==> config.mk <==
export PLATFORM = sky130hd
export DESIGN_NAME = mem_arbiter_flat
export DESIGN_NICKNAME = d
export VERILOG_FILES = /design/src/rtl/mem_arbiter_if.sv /design/src/rtl/mem_arbiter.sv /design/src/flat_wrapper.sv
export SDC_FILE = /design/constraint.sdc
export NUM_CORES = 1
export LEC_CHECK = 0
export BUFFER_PORTS_ARGS = -buffer_cell sky130_fd_sc_hd__buf_2
export CAP_MARGIN = 20
export CORE_MARGIN = 5
export CORE_UTILIZATION = 47
export CTS_CLUSTER_DIAMETER = 80
export CTS_CLUSTER_SIZE = 24
export DETAILED_ROUTE_END_ITERATION = 8
export PLACE_DENSITY = 0.8
export SYNTH_ARGS = -nofsm -noshare
export SYNTH_HDL_FRONTEND = slang
export SYNTH_SLANG_ARGS = --single-unit
==> constraint.sdc <==
create_clock -name clk -period 2.1 [get_ports clk]
set_input_delay 0.105 -clock clk [delete_from_list [all_inputs] [get_ports clk]]
set_output_delay 0.105 -clock clk [all_outputs]
set_load 0.05 [all_outputs]
==> src/rtl/mem_arbiter_if.sv <==
// mem_arbiter_if: signal bundle between the CPU ports, the arbiter and the block RAM.
//   i_*   : instruction-fetch request/ack/read-data
//   d_*   : load/store request/ack/write-data/byte-mask/read-data
//   mem_* : single-port RAM address, write data, read/write select (1 = read), read data
// Modports:
//   slave  : the arbiter side
//   master : the environment side (CPU requesters plus memory)
interface mem_arbiter_if #(
    parameter int unsigned ADDR_W = 32
);
    logic              i_req;
    logic [ADDR_W-1:0] i_addr;
    logic              i_ack;
    logic [31:0]       i_rdata;

    logic              d_req;
    logic              d_we;
    logic [ADDR_W-1:0] d_addr;
    logic [31:0]       d_wdata;
    logic [3:0]        d_wmask;
    logic              d_ack;
    logic [31:0]       d_rdata;

    logic [31:0]       mem_addr;
    logic [31:0]       mem_wdata;
    logic              mem_rw;
    logic [31:0]       mem_rdata;

    modport slave (
        input  i_req, i_addr, d_req, d_we, d_addr, d_wdata, d_wmask, mem_rdata,
        output i_ack, i_rdata, d_ack, d_rdata, mem_addr, mem_wdata, mem_rw
    );

    modport master (
        output i_req, i_addr, d_req, d_we, d_addr, d_wdata, d_wmask, mem_rdata,
        input  i_ack, i_rdata, d_ack, d_rdata, mem_addr, mem_wdata, mem_rw
    );
endinterface

==> src/rtl/mem_arbiter.sv <==
// mem_arbiter: shares one single-port 256x32 RAM between the instruction-fetch port and the
// load/store port. One requester is granted at a time; on a tie the port not granted last
// time wins. Byte/halfword stores are done as read-modify-write since the RAM has no byte
// enables.
// Ports:
//   clk    : rising-edge clock, shared with the RAM
//   resetn : asynchronous active-low reset
//   bus    : mem_arbiter_if.slave (fetch port, load/store port, RAM side)
module mem_arbiter #(
    parameter int unsigned ADDR_W = 32
) (
    input logic            clk,
    input logic            resetn,
    mem_arbiter_if.slave   bus
);

    typedef enum logic [1:0] {StIdle, StRd, StRmw, StWack} state_e;

    state_e            state_q, state_d;
    logic              gnt_d_q, gnt_d_d;   // 1 = data port owns the current transaction
    logic              last_d_q, last_d_d; // 1 = data port was granted last
    logic [ADDR_W-1:0] addr_q, addr_d;
    logic [31:0]       wdata_q, wdata_d;
    logic [3:0]        wmask_q, wmask_d;
    logic [31:0]       i_rdata_q, i_rdata_d;
    logic [31:0]       d_rdata_q, d_rdata_d;

    logic              any_req;
    logic              pick_d;
    logic [31:0]       merged;

    always_comb begin
        // Never grant while reset is asserted, so a held request cannot write the RAM.
        any_req = resetn && (bus.i_req || bus.d_req);
        pick_d  = bus.d_req && (!bus.i_req || !last_d_q);
        for (int n = 0; n < 4; n++) begin
            merged[8*n +: 8] = wmask_q[n] ? wdata_q[8*n +: 8] : bus.mem_rdata[8*n +: 8];
        end
    end

    always_comb begin
        state_d       = state_q;
        gnt_d_d       = gnt_d_q;
        last_d_d      = last_d_q;
        addr_d        = addr_q;
        wdata_d       = wdata_q;
        wmask_d       = wmask_q;
        i_rdata_d     = i_rdata_q;
        d_rdata_d     = d_rdata_q;
        bus.mem_addr  = 32'(addr_q);
        bus.mem_wdata = wdata_q;
        bus.mem_rw    = 1'b1;
        bus.i_ack     = 1'b0;
        bus.d_ack     = 1'b0;
        bus.i_rdata   = i_rdata_q;
        bus.d_rdata   = d_rdata_q;

        unique case (state_q)
            StIdle: begin
                if (any_req) begin
                    gnt_d_d  = pick_d;
                    last_d_d = pick_d;
                    addr_d   = pick_d ? bus.d_addr : bus.i_addr;
                    if (pick_d) begin
                        wdata_d = bus.d_wdata;
                        wmask_d = bus.d_wmask;
                    end
                    // First access uses the live address; later states use the captured one.
                    bus.mem_addr = 32'(addr_d);
                    if (!pick_d || !bus.d_we) begin
                        state_d = StRd;
                    end else if (bus.d_wmask == 4'b1111) begin
                        bus.mem_rw    = 1'b0;
                        bus.mem_wdata = bus.d_wdata;
                        state_d       = StWack;
                    end else if (bus.d_wmask == 4'b0000) begin
                        state_d = StWack;
                    end else begin
                        // Read half of read-modify-write; mem_rw stays 1.
                        state_d = StRmw;
                    end
                end
            end
            StRd: begin
                if (gnt_d_q) begin
                    bus.d_ack   = 1'b1;
                    bus.d_rdata = bus.mem_rdata;
                    d_rdata_d   = bus.mem_rdata;
                end else begin
                    bus.i_ack   = 1'b1;
                    bus.i_rdata = bus.mem_rdata;
                    i_rdata_d   = bus.mem_rdata;
                end
                state_d = StIdle;
            end
            StRmw: begin
                bus.mem_rw    = 1'b0;
                bus.mem_wdata = merged;
                state_d       = StWack;
            end
            StWack: begin
                bus.d_ack = 1'b1;
                state_d   = StIdle;
            end
            default: state_d = StIdle;
        endcase
    end

    always_ff @(posedge clk or negedge resetn) begin
        if (!resetn) begin
            state_q   <= StIdle;
            gnt_d_q   <= 1'b0;
            last_d_q  <= 1'b0;
            addr_q    <= '0;
            wdata_q   <= '0;
            wmask_q   <= '0;
            i_rdata_q <= '0;
            d_rdata_q <= '0;
        end else begin
            state_q   <= state_d;
            gnt_d_q   <= gnt_d_d;
            last_d_q  <= last_d_d;
            addr_q    <= addr_d;
            wdata_q   <= wdata_d;
            wmask_q   <= wmask_d;
            i_rdata_q <= i_rdata_d;
            d_rdata_q <= d_rdata_d;
        end
    end

endmodule

==> src/flat_wrapper.sv <==
// flat-port wrapper written by rule: the top's interface ports become plain ports
module mem_arbiter_flat 
#(
    parameter int unsigned ADDR_W = 32
)
  (clk, resetn, bus_i_req, bus_i_addr, bus_d_req, bus_d_we, bus_d_addr, bus_d_wdata, bus_d_wmask, bus_mem_rdata, bus_i_ack, bus_i_rdata, bus_d_ack, bus_d_rdata, bus_mem_addr, bus_mem_wdata, bus_mem_rw);
  mem_arbiter_if #(.ADDR_W(ADDR_W)) bus_i ();
  input logic clk;
  input logic resetn;
  input wire logic [$bits(bus_i.i_req)-1:0] bus_i_req;
  input wire logic [$bits(bus_i.i_addr)-1:0] bus_i_addr;
  input wire logic [$bits(bus_i.d_req)-1:0] bus_d_req;
  input wire logic [$bits(bus_i.d_we)-1:0] bus_d_we;
  input wire logic [$bits(bus_i.d_addr)-1:0] bus_d_addr;
  input wire logic [$bits(bus_i.d_wdata)-1:0] bus_d_wdata;
  input wire logic [$bits(bus_i.d_wmask)-1:0] bus_d_wmask;
  input wire logic [$bits(bus_i.mem_rdata)-1:0] bus_mem_rdata;
  output wire logic [$bits(bus_i.i_ack)-1:0] bus_i_ack;
  output wire logic [$bits(bus_i.i_rdata)-1:0] bus_i_rdata;
  output wire logic [$bits(bus_i.d_ack)-1:0] bus_d_ack;
  output wire logic [$bits(bus_i.d_rdata)-1:0] bus_d_rdata;
  output wire logic [$bits(bus_i.mem_addr)-1:0] bus_mem_addr;
  output wire logic [$bits(bus_i.mem_wdata)-1:0] bus_mem_wdata;
  output wire logic [$bits(bus_i.mem_rw)-1:0] bus_mem_rw;
  assign bus_i.i_req = bus_i_req;
  assign bus_i.i_addr = bus_i_addr;
  assign bus_i.d_req = bus_d_req;
  assign bus_i.d_we = bus_d_we;
  assign bus_i.d_addr = bus_d_addr;
  assign bus_i.d_wdata = bus_d_wdata;
  assign bus_i.d_wmask = bus_d_wmask;
  assign bus_i.mem_rdata = bus_mem_rdata;
  assign bus_i_ack = bus_i.i_ack;
  assign bus_i_rdata = bus_i.i_rdata;
  assign bus_d_ack = bus_i.d_ack;
  assign bus_d_rdata = bus_i.d_rdata;
  assign bus_mem_addr = bus_i.mem_addr;
  assign bus_mem_wdata = bus_i.mem_wdata;
  assign bus_mem_rw = bus_i.mem_rw;
  mem_arbiter #(.ADDR_W(ADDR_W)) u_core (.clk(clk), .resetn(resetn), .bus(bus_i));
endmodule
==> results.md, run 1 <==
- Routed via count: approximately 6200
- Hold_sp: bus_mem_rdata[30]
- CTS Sinks: between 100 and 150
- Synthesized area per cell: 13.1 um^2
- Main synth FF type: dfrtp_1
- Max Cap Violations: 0
- Num rows: 41
- Mapped Cells: 459
- Reg2reg start: u_core.state_q[1]
- Clock Tree Root: clkbuf_16
- FMAX: 428 MHz
- Slowest CP cell: dfrtp_2
- Relative slew margins: 0.533
- GRT Total Usage: 0.289
- Least-Margin Pin Slew: between 700 and 800 ps
- CTS tree: built
- Routed wire length: ~30000 um
- Crit path cell chain: nand2b_2 -> nor2_2 -> buf_4 -> and2_1 -> a221o_1 -> buf_6
- Num CTS Buffers: 17
- Hold EP: u_core.i_rdata_q[30]
- Final ANT Viol Nets: 0
- Register area share after synthesis: 0.562
- Die Wd: approximately 120 um
- Total die area: ~15000 um^2
- Multi-input logic area: about 3200 um^2
- Status: complete, but fails checks
- Initial antenna violation count: 0
- Gr ovfl total: 0
- Power Dens Cells: between 2000 and 2500 nW/um^2
- Final instance area: between 10000 and 15000 um^2
- Critical R2R Capture: u_core.addr_q[26]
- Initial Utilization: 0.478
- Layout cells sized above 1: 0.567
- Final Wtd Congestion: between 0.8 and 0.9
- Vias in the first global route: about 6300
- Syn nets: slightly below 600
- Peak VDD IR: between 1 and 1.5 mV
- Setup TNS: -10010 ps
- Startpoint types: flop
- Clock-pin slew on the worst setup and hold paths: about 60 ps
- RSZ-0062 raised after global routing: yes
- Mapped Area: 6010 um^2
- Kind of critical path: flop to primary output
- Reg2reg setup slack: -90 ps
- FILL cells: between 400 and 500
- Reg2Reg Depth: 5
- HP Class: primary input to flop
- Critical path capture point type: primary output
- Die height: 123 um
- Shortest period the worst path allows: around 2300 ps
- Largest net degree at the start of global routing: 136
- Final hold violation count: 0
- Post-synth EDFFs: 0
- Area after DPL: around 7700 um^2
- Number of port buffers: 267
- Slew Limit Fails: 0
- Routed len/inst: a little under 30 um
- Hold-critical path depth: 2
- Layout area overhead: 90.1%
- DRT iter0 DRCs: 500
- Clk_lat worst skew: between 400 and 500 ps
- Netlist cell types: 31
- Dpl hpwl: roughly 13000 um
- Vias per inst: a little under 6
- Drt pass-1 iters: 5
- CP Max Fanout: 8
- Drt drc: 0
- CTS max path bufs: 2
- CTS H-Tree Depth: 4
- CP peak stage delay: 530 ps
- Worst Setup SP: u_core.state_q[1]
- Final setup vio count: 108
- IO Pins: around 270
- Crit path DAT: ~2200 ps
- Leakage power: between 5 and 6 nW
- Final Cycle Share: 1.11
- Failing checks: negative setup slack
- Fraction of registers with async set/reset: 1.00
- First-pass GRT wire length: approximately 33000 um
- Slack of the critical path: -238 ps
- Register Area: between 3000 and 4000 um^2
- Clock Skew: 6.84 ps
- Final #Nets: 1001
- Ys Warns: 0
- Core area: between 10000 and 15000 um^2
- WP data required: about 2000 ps
- Synth Register Bits: approximately 140
- Diode count: 0
## report_power, final
part	internal (mW)	switching (mW)	total, mW
Sequential	3.92	0.821	4.74
Combinational	6.37	9.38	15.7
Clock	1.67	1.14	2.81
## worst max-delay path by stage
| stage | slack [ps] | cells after the start | to |
|---|---|---|---|
| 3_3_place_gp | 120 | 5 | bus_mem_wdata[4] |
| 3_5_place_dp | 40 | 5 | bus_mem_wdata[5] |
| 4_1_cts | -70 | 6 | bus_i_rdata[16] |
| 6_report | -240 | 6 | bus_mem_wdata[23] |
| 2_1_floorplan | -370 | 5 | u_core.addr_q[8] |
| 5_1_grt | -270 | 6 | bus_mem_wdata[27] |
## worst max-delay path, delay by kind of cell, from the launching register on
| family | cells | cell delay, ps |
|---|---|---|
| compound gates | 1 | 200 |
| buf+inv | 2 | 420 |
| flops | 1 | 530 |
| simple gates | 3 | 660 |
## logic make-up (layout without fill, tap and decap cells)
group / Yosys count / after routing / synth area share
AO/OA/AOI/OAI: 78 / 78 / 0.0937
multiplexers: 132 / 132 / 0.241
AND/OR/NAND/NOR: 83 / 83 / 0.0724
buffers and inverters: 31 / 447 / 0.0312
flip-flops: 135 / 135 / 0.562
## timing repair
action                                 4_1_cts  5_1_grt
resized for setup                          196      308
pin swaps                                    8       43
setup endpoints to repair                  128      127
hold buffers                                84        0
cloned                                       6       13
setup buffers                               13       16
endpoints found under the hold margin      230        0
## metal layers
metal,track usage,vias to the layer above,part of all wire
met5,0,-,0
met4,0.157,0,0.070
met3,0.0901,162,0.098
met2,0.515,508,0.49
met1,0.303,3087,0.34
li1,-,2484,-
## area by class of cell
type / instances / share of cell area
Timing Repair Buffer: 413 / 0.358
Sequential cell: 135 / 0.296
Tap cell: 172 / 0.0188
Clock inverter: 9 / 0.00690
Clock buffer: 21 / 0.0403
Inverter: 4 / 0.00153
Multi-Input combinational cell: 293 / 0.279
## synth_stat cells, types with 2 or more instances
cell type / n / share of area
mux2_1: 36 / 0.067
dfrtp_1: 135 / 0.56
nand2b_1: 2 / 0.0021
inv_1: 4 / 0.0025
mux2i_1: 32 / 0.053
mux2_2: 64 / 0.12
nor3_1: 2 / 0.0017
o21ai_1: 3 / 0.0025
a221o_1: 31 / 0.052
buf_2: 12 / 0.010
o21ai_0: 32 / 0.027
clkbuf_1: 7 / 0.0044
a21oi_1: 6 / 0.0050
nand2_1: 34 / 0.021
buf_6: 7 / 0.013
nand3_1: 2 / 0.0017
nor2_1: 6 / 0.0037
and2_1: 31 / 0.032
## sequential cells by signal, summed over array words and instances, names as in the netlist
register	cells
u_core.addr_q	32
u_core.state_q	2
u_core.gnt_d_q	1
u_core.i_rdata_q	32
u_core.d_rdata_q	32
u_core.wdata_q	32
u_core.wmask_q	4
## through the flow
step	total power, mW	instances	hold slack, ps	util	setup WS (ps)
global placement	14.6	888	281	0.614	121
finish	23.3	1047	31.2	0.909	-238
detailed placement	14.8	888	287	0.614	40.3
CTS	19.5	1020	2.02	0.791	-71.9
global route	23.8	1047	11.7	0.909	-267
floorplan	12.4	459	-191	-	-371
## cell usage in the layout (no fill, tap or decap), types with 30 or more instances in the layout
cell type      count
mux2_4            61
dlygate4sd3_1     80
buf_6            108
and2_1            30
dfrtp_1          133
buf_2            138
mux2i_1           30
buf_8             32
a221o_1           31
mux2_1            36
(Power assumes the default switching activity.)
==> run 2, diff against run 1 <==
ABC_AREA = 1   (was default)
CORE_UTILIZATION = 49   (was 47)
PLACE_DENSITY = default   (was 0.8)
PLACE_DENSITY_LB_ADDON = 0.1   (was default)
==> results.md, run 2 <==
- Status: completed
- Final setup vio count: 0
- Initial Utilization: 0.499
- Initial antenna violation count: 1
- First-pass GRT wire length: roughly 35000 um
- CTS tree: built
- Final ANT Viol Nets: 0
- Layout cells sized above 1: 0.340
- Crit path DAT: 1970 ps
- Cell taking the most area after synthesis: dfrtp_1
- HP Class: primary input to flop
- Synth Register Bits: 135
- Crit path cell chain: nand2_2 -> nand2_4 -> nor2_4 -> nand3_4 -> buf_12 -> nand2_1 -> nand3_2 -> nand3_2 -> buf_8
- CP Max Fanout: 17
- Num CTS Buffers: 17
- CP peak stage delay: about 440 ps
- Final #Nets: around 1300
- CP dominant cell by count: nand3_2
- Most frequent cells in the layout: nand2_1 (194), buf_2 (182), dfrtp_1 (132)
- Post-synth top cells: nand2_1 (206), dfrtp_1 (135), o21ai_0 (125), inv_1 (109), nand3_1 (45)
- Startpoint types: flop
- Slack of the critical path: around 28 ps
- Slew Limit Fails: 0
- Final Cycle Share: 0.986
- Die height: 126 um
- Main synth FF type: dfrtp_1
- Total die area: ~16000 um^2
- CTS Sinks: 135
- Drt pass-1 iters: 6
- CP bufs+invs: 2
- Clk_lat worst skew: ~420 ps
- Count leader, synth: nand2_1
- Mapped Cells: a little over 800
- Shortest period the worst path allows: between 2000 and 2500 ps
- Post-Layout Cell Count: ~1300
- Syn nets: between 900 and 1000
- RSZ-0062 raised after global routing: yes
- CTS max path bufs: 2
- Drt drc: 0
- Kind of critical path: flop to primary output
- Relative slew margins: 0.479
- Dpl hpwl: about 15000 um
- Least-Margin Pin Slew: around 780 ps
- Max Cap Violations: 0
- Post-synth EDFFs: 0
- Die Wd: approximately 130 um
- FMAX: roughly 480 MHz
- Number of port buffers: approximately 270
- Largest net degree at the start of global routing: between 100 and 150
- Routed wire length: between 20000 and 25000 um
- Vias in the first global route: approximately 7000
- Final hold violation count: 0
- DRT iter0 DRCs: around 660
- Gr ovfl total: 0
- Layout area overhead: 52.6%
- Fraction of registers with async set/reset: 1.00
- Synthesized area per cell: roughly 8 um^2
- Commonest non-fill, non-tap cell in the layout: nand2_1
- Clock-pin slew on the worst setup and hold paths: about 50 ps
- Critical path capture point type: primary output
- Crit-path leading delay family: simple AND/OR/NAND/NOR gates
- FILL cells: a little under 1000
- WP data required: 2000 ps
- Final Wtd Congestion: slightly below 0.9
- CTS H-Tree Depth: 4
- Slowest CP cell: dfrtp_2
- Routed len/inst: about 17 um
- Mapped Area: between 6000 and 7000 um^2
- Ys Warns: 0
- GRT Total Usage: 0.272
- Core area: between 10000 and 15000 um^2
- Pre-CTS setup slack: about 240 ps
- Clock Skew: between 9 and 10 ps
- Clock Tree Root: clkbuf_16
- Area contributors post-synth: dfrtp_1 (51%), nand2_1 (12%), o21ai_0 (9.5%)
- IO Pins: 268
- Num rows: 42
- Netlist cell types: 23
- Register area share after synthesis: 0.513
- Vias per inst: 5.23
- Routed via count: slightly above 7000
- Dpl cells: between 1000 and 1500
- Post-synth top area share: 0.513
-- run 2: metal layers --
layer | routed length [um] | part of all wire | track usage | up-vias
li1 | - | - | - | 3372
met1 | 9200 | 0.40 | 0.346 | 3292
met2 | 11100 | 0.49 | 0.444 | 342
met3 | 2010 | 0.088 | 0.0834 | 51
met4 | 529 | 0.023 | 0.0902 | 0
met5 | 0 | 0 | 0 | -
-- run 2: logic make-up (layout without fill, tap and decap cells) --
logic type | count (synthesis) | count (layout) | share of synthesized area
AND/OR/NAND/NOR | 331 | 331 | 0.215
AO/OA/AOI/OAI | 198 | 198 | 0.173
buffers and inverters | 159 | 508 | 0.0996
flip-flops | 135 | 135 | 0.513
other | 0 | 1 | 0
-- run 2: through the flow --
step | utilization | TNS, ps | hold slack [ps] | area [um^2]
floorplan | - | -5390 | -191 | 6590
global placement | 0.617 | 0 | 277 | 8140
detailed placement | 0.617 | 0 | 280 | 8140
CTS | 0.726 | -50.2 | 0.125 | 9580
global route | 0.762 | -983 | 10.0 | 10000
finish | 0.762 | 0 | 9.16 | 10000
-- run 2: final cells by class --
cell class,count,area (um^2),share of cell area
well taps,176,220,0.0219
inverters,111,427,0.0425
repair buffers,366,2730,0.272
flip-flops and latches,135,3380,0.337
clock buffers,22,474,0.0472
multi-input cells,529,2710,0.270
diodes,1,2.50,0.000249
clock inverters,9,100,0.00996
-- run 2: worst register-to-register path, delay by kind of cell (launching register included) --
family                 cells  cell delay (ps)
AOI/OAI and AO/OA          1               40
buffers and inverters      3              500
DFF                        1              450
and+or+nand+nor            4              510
-- run 2: path summary, 6_finish.rpt --
path / start / to / slack, ps / cells after the start
max: u_core.gnt_d_q / bus_mem_wdata[29] / 30 / 9
min: bus_mem_rdata[20] / u_core.d_rdata_q[20] / 9 / 3
max reg2reg: u_core.state_q[0] / u_core.wmask_q[0] / 480 / 8
min reg2reg: u_core.d_rdata_q[29] / u_core.d_rdata_q[29] / 490 / 2
max in group asynchronous: resetn / u_core.gnt_d_q / 1090 / 3
min in group asynchronous: resetn / u_core.d_rdata_q[11] / 320 / 3
-- run 2: what timing repair did --
| action | 4_1_cts | 5_1_grt |
|---|---|---|
| gates cloned | 0 | 2 |
| setup endpoints to repair | 114 | 115 |
| setup buffers | 0 | 9 |
| endpoints found under the hold margin | 203 | 0 |
| hold buffers | 67 | 0 |
| gates resized for setup | 73 | 134 |
| pin swaps | 1 | 5 |
Power of run 2 is not shown: default switching activity piles up to over one toggle a cycle in this logic, so the estimate is an artifact.
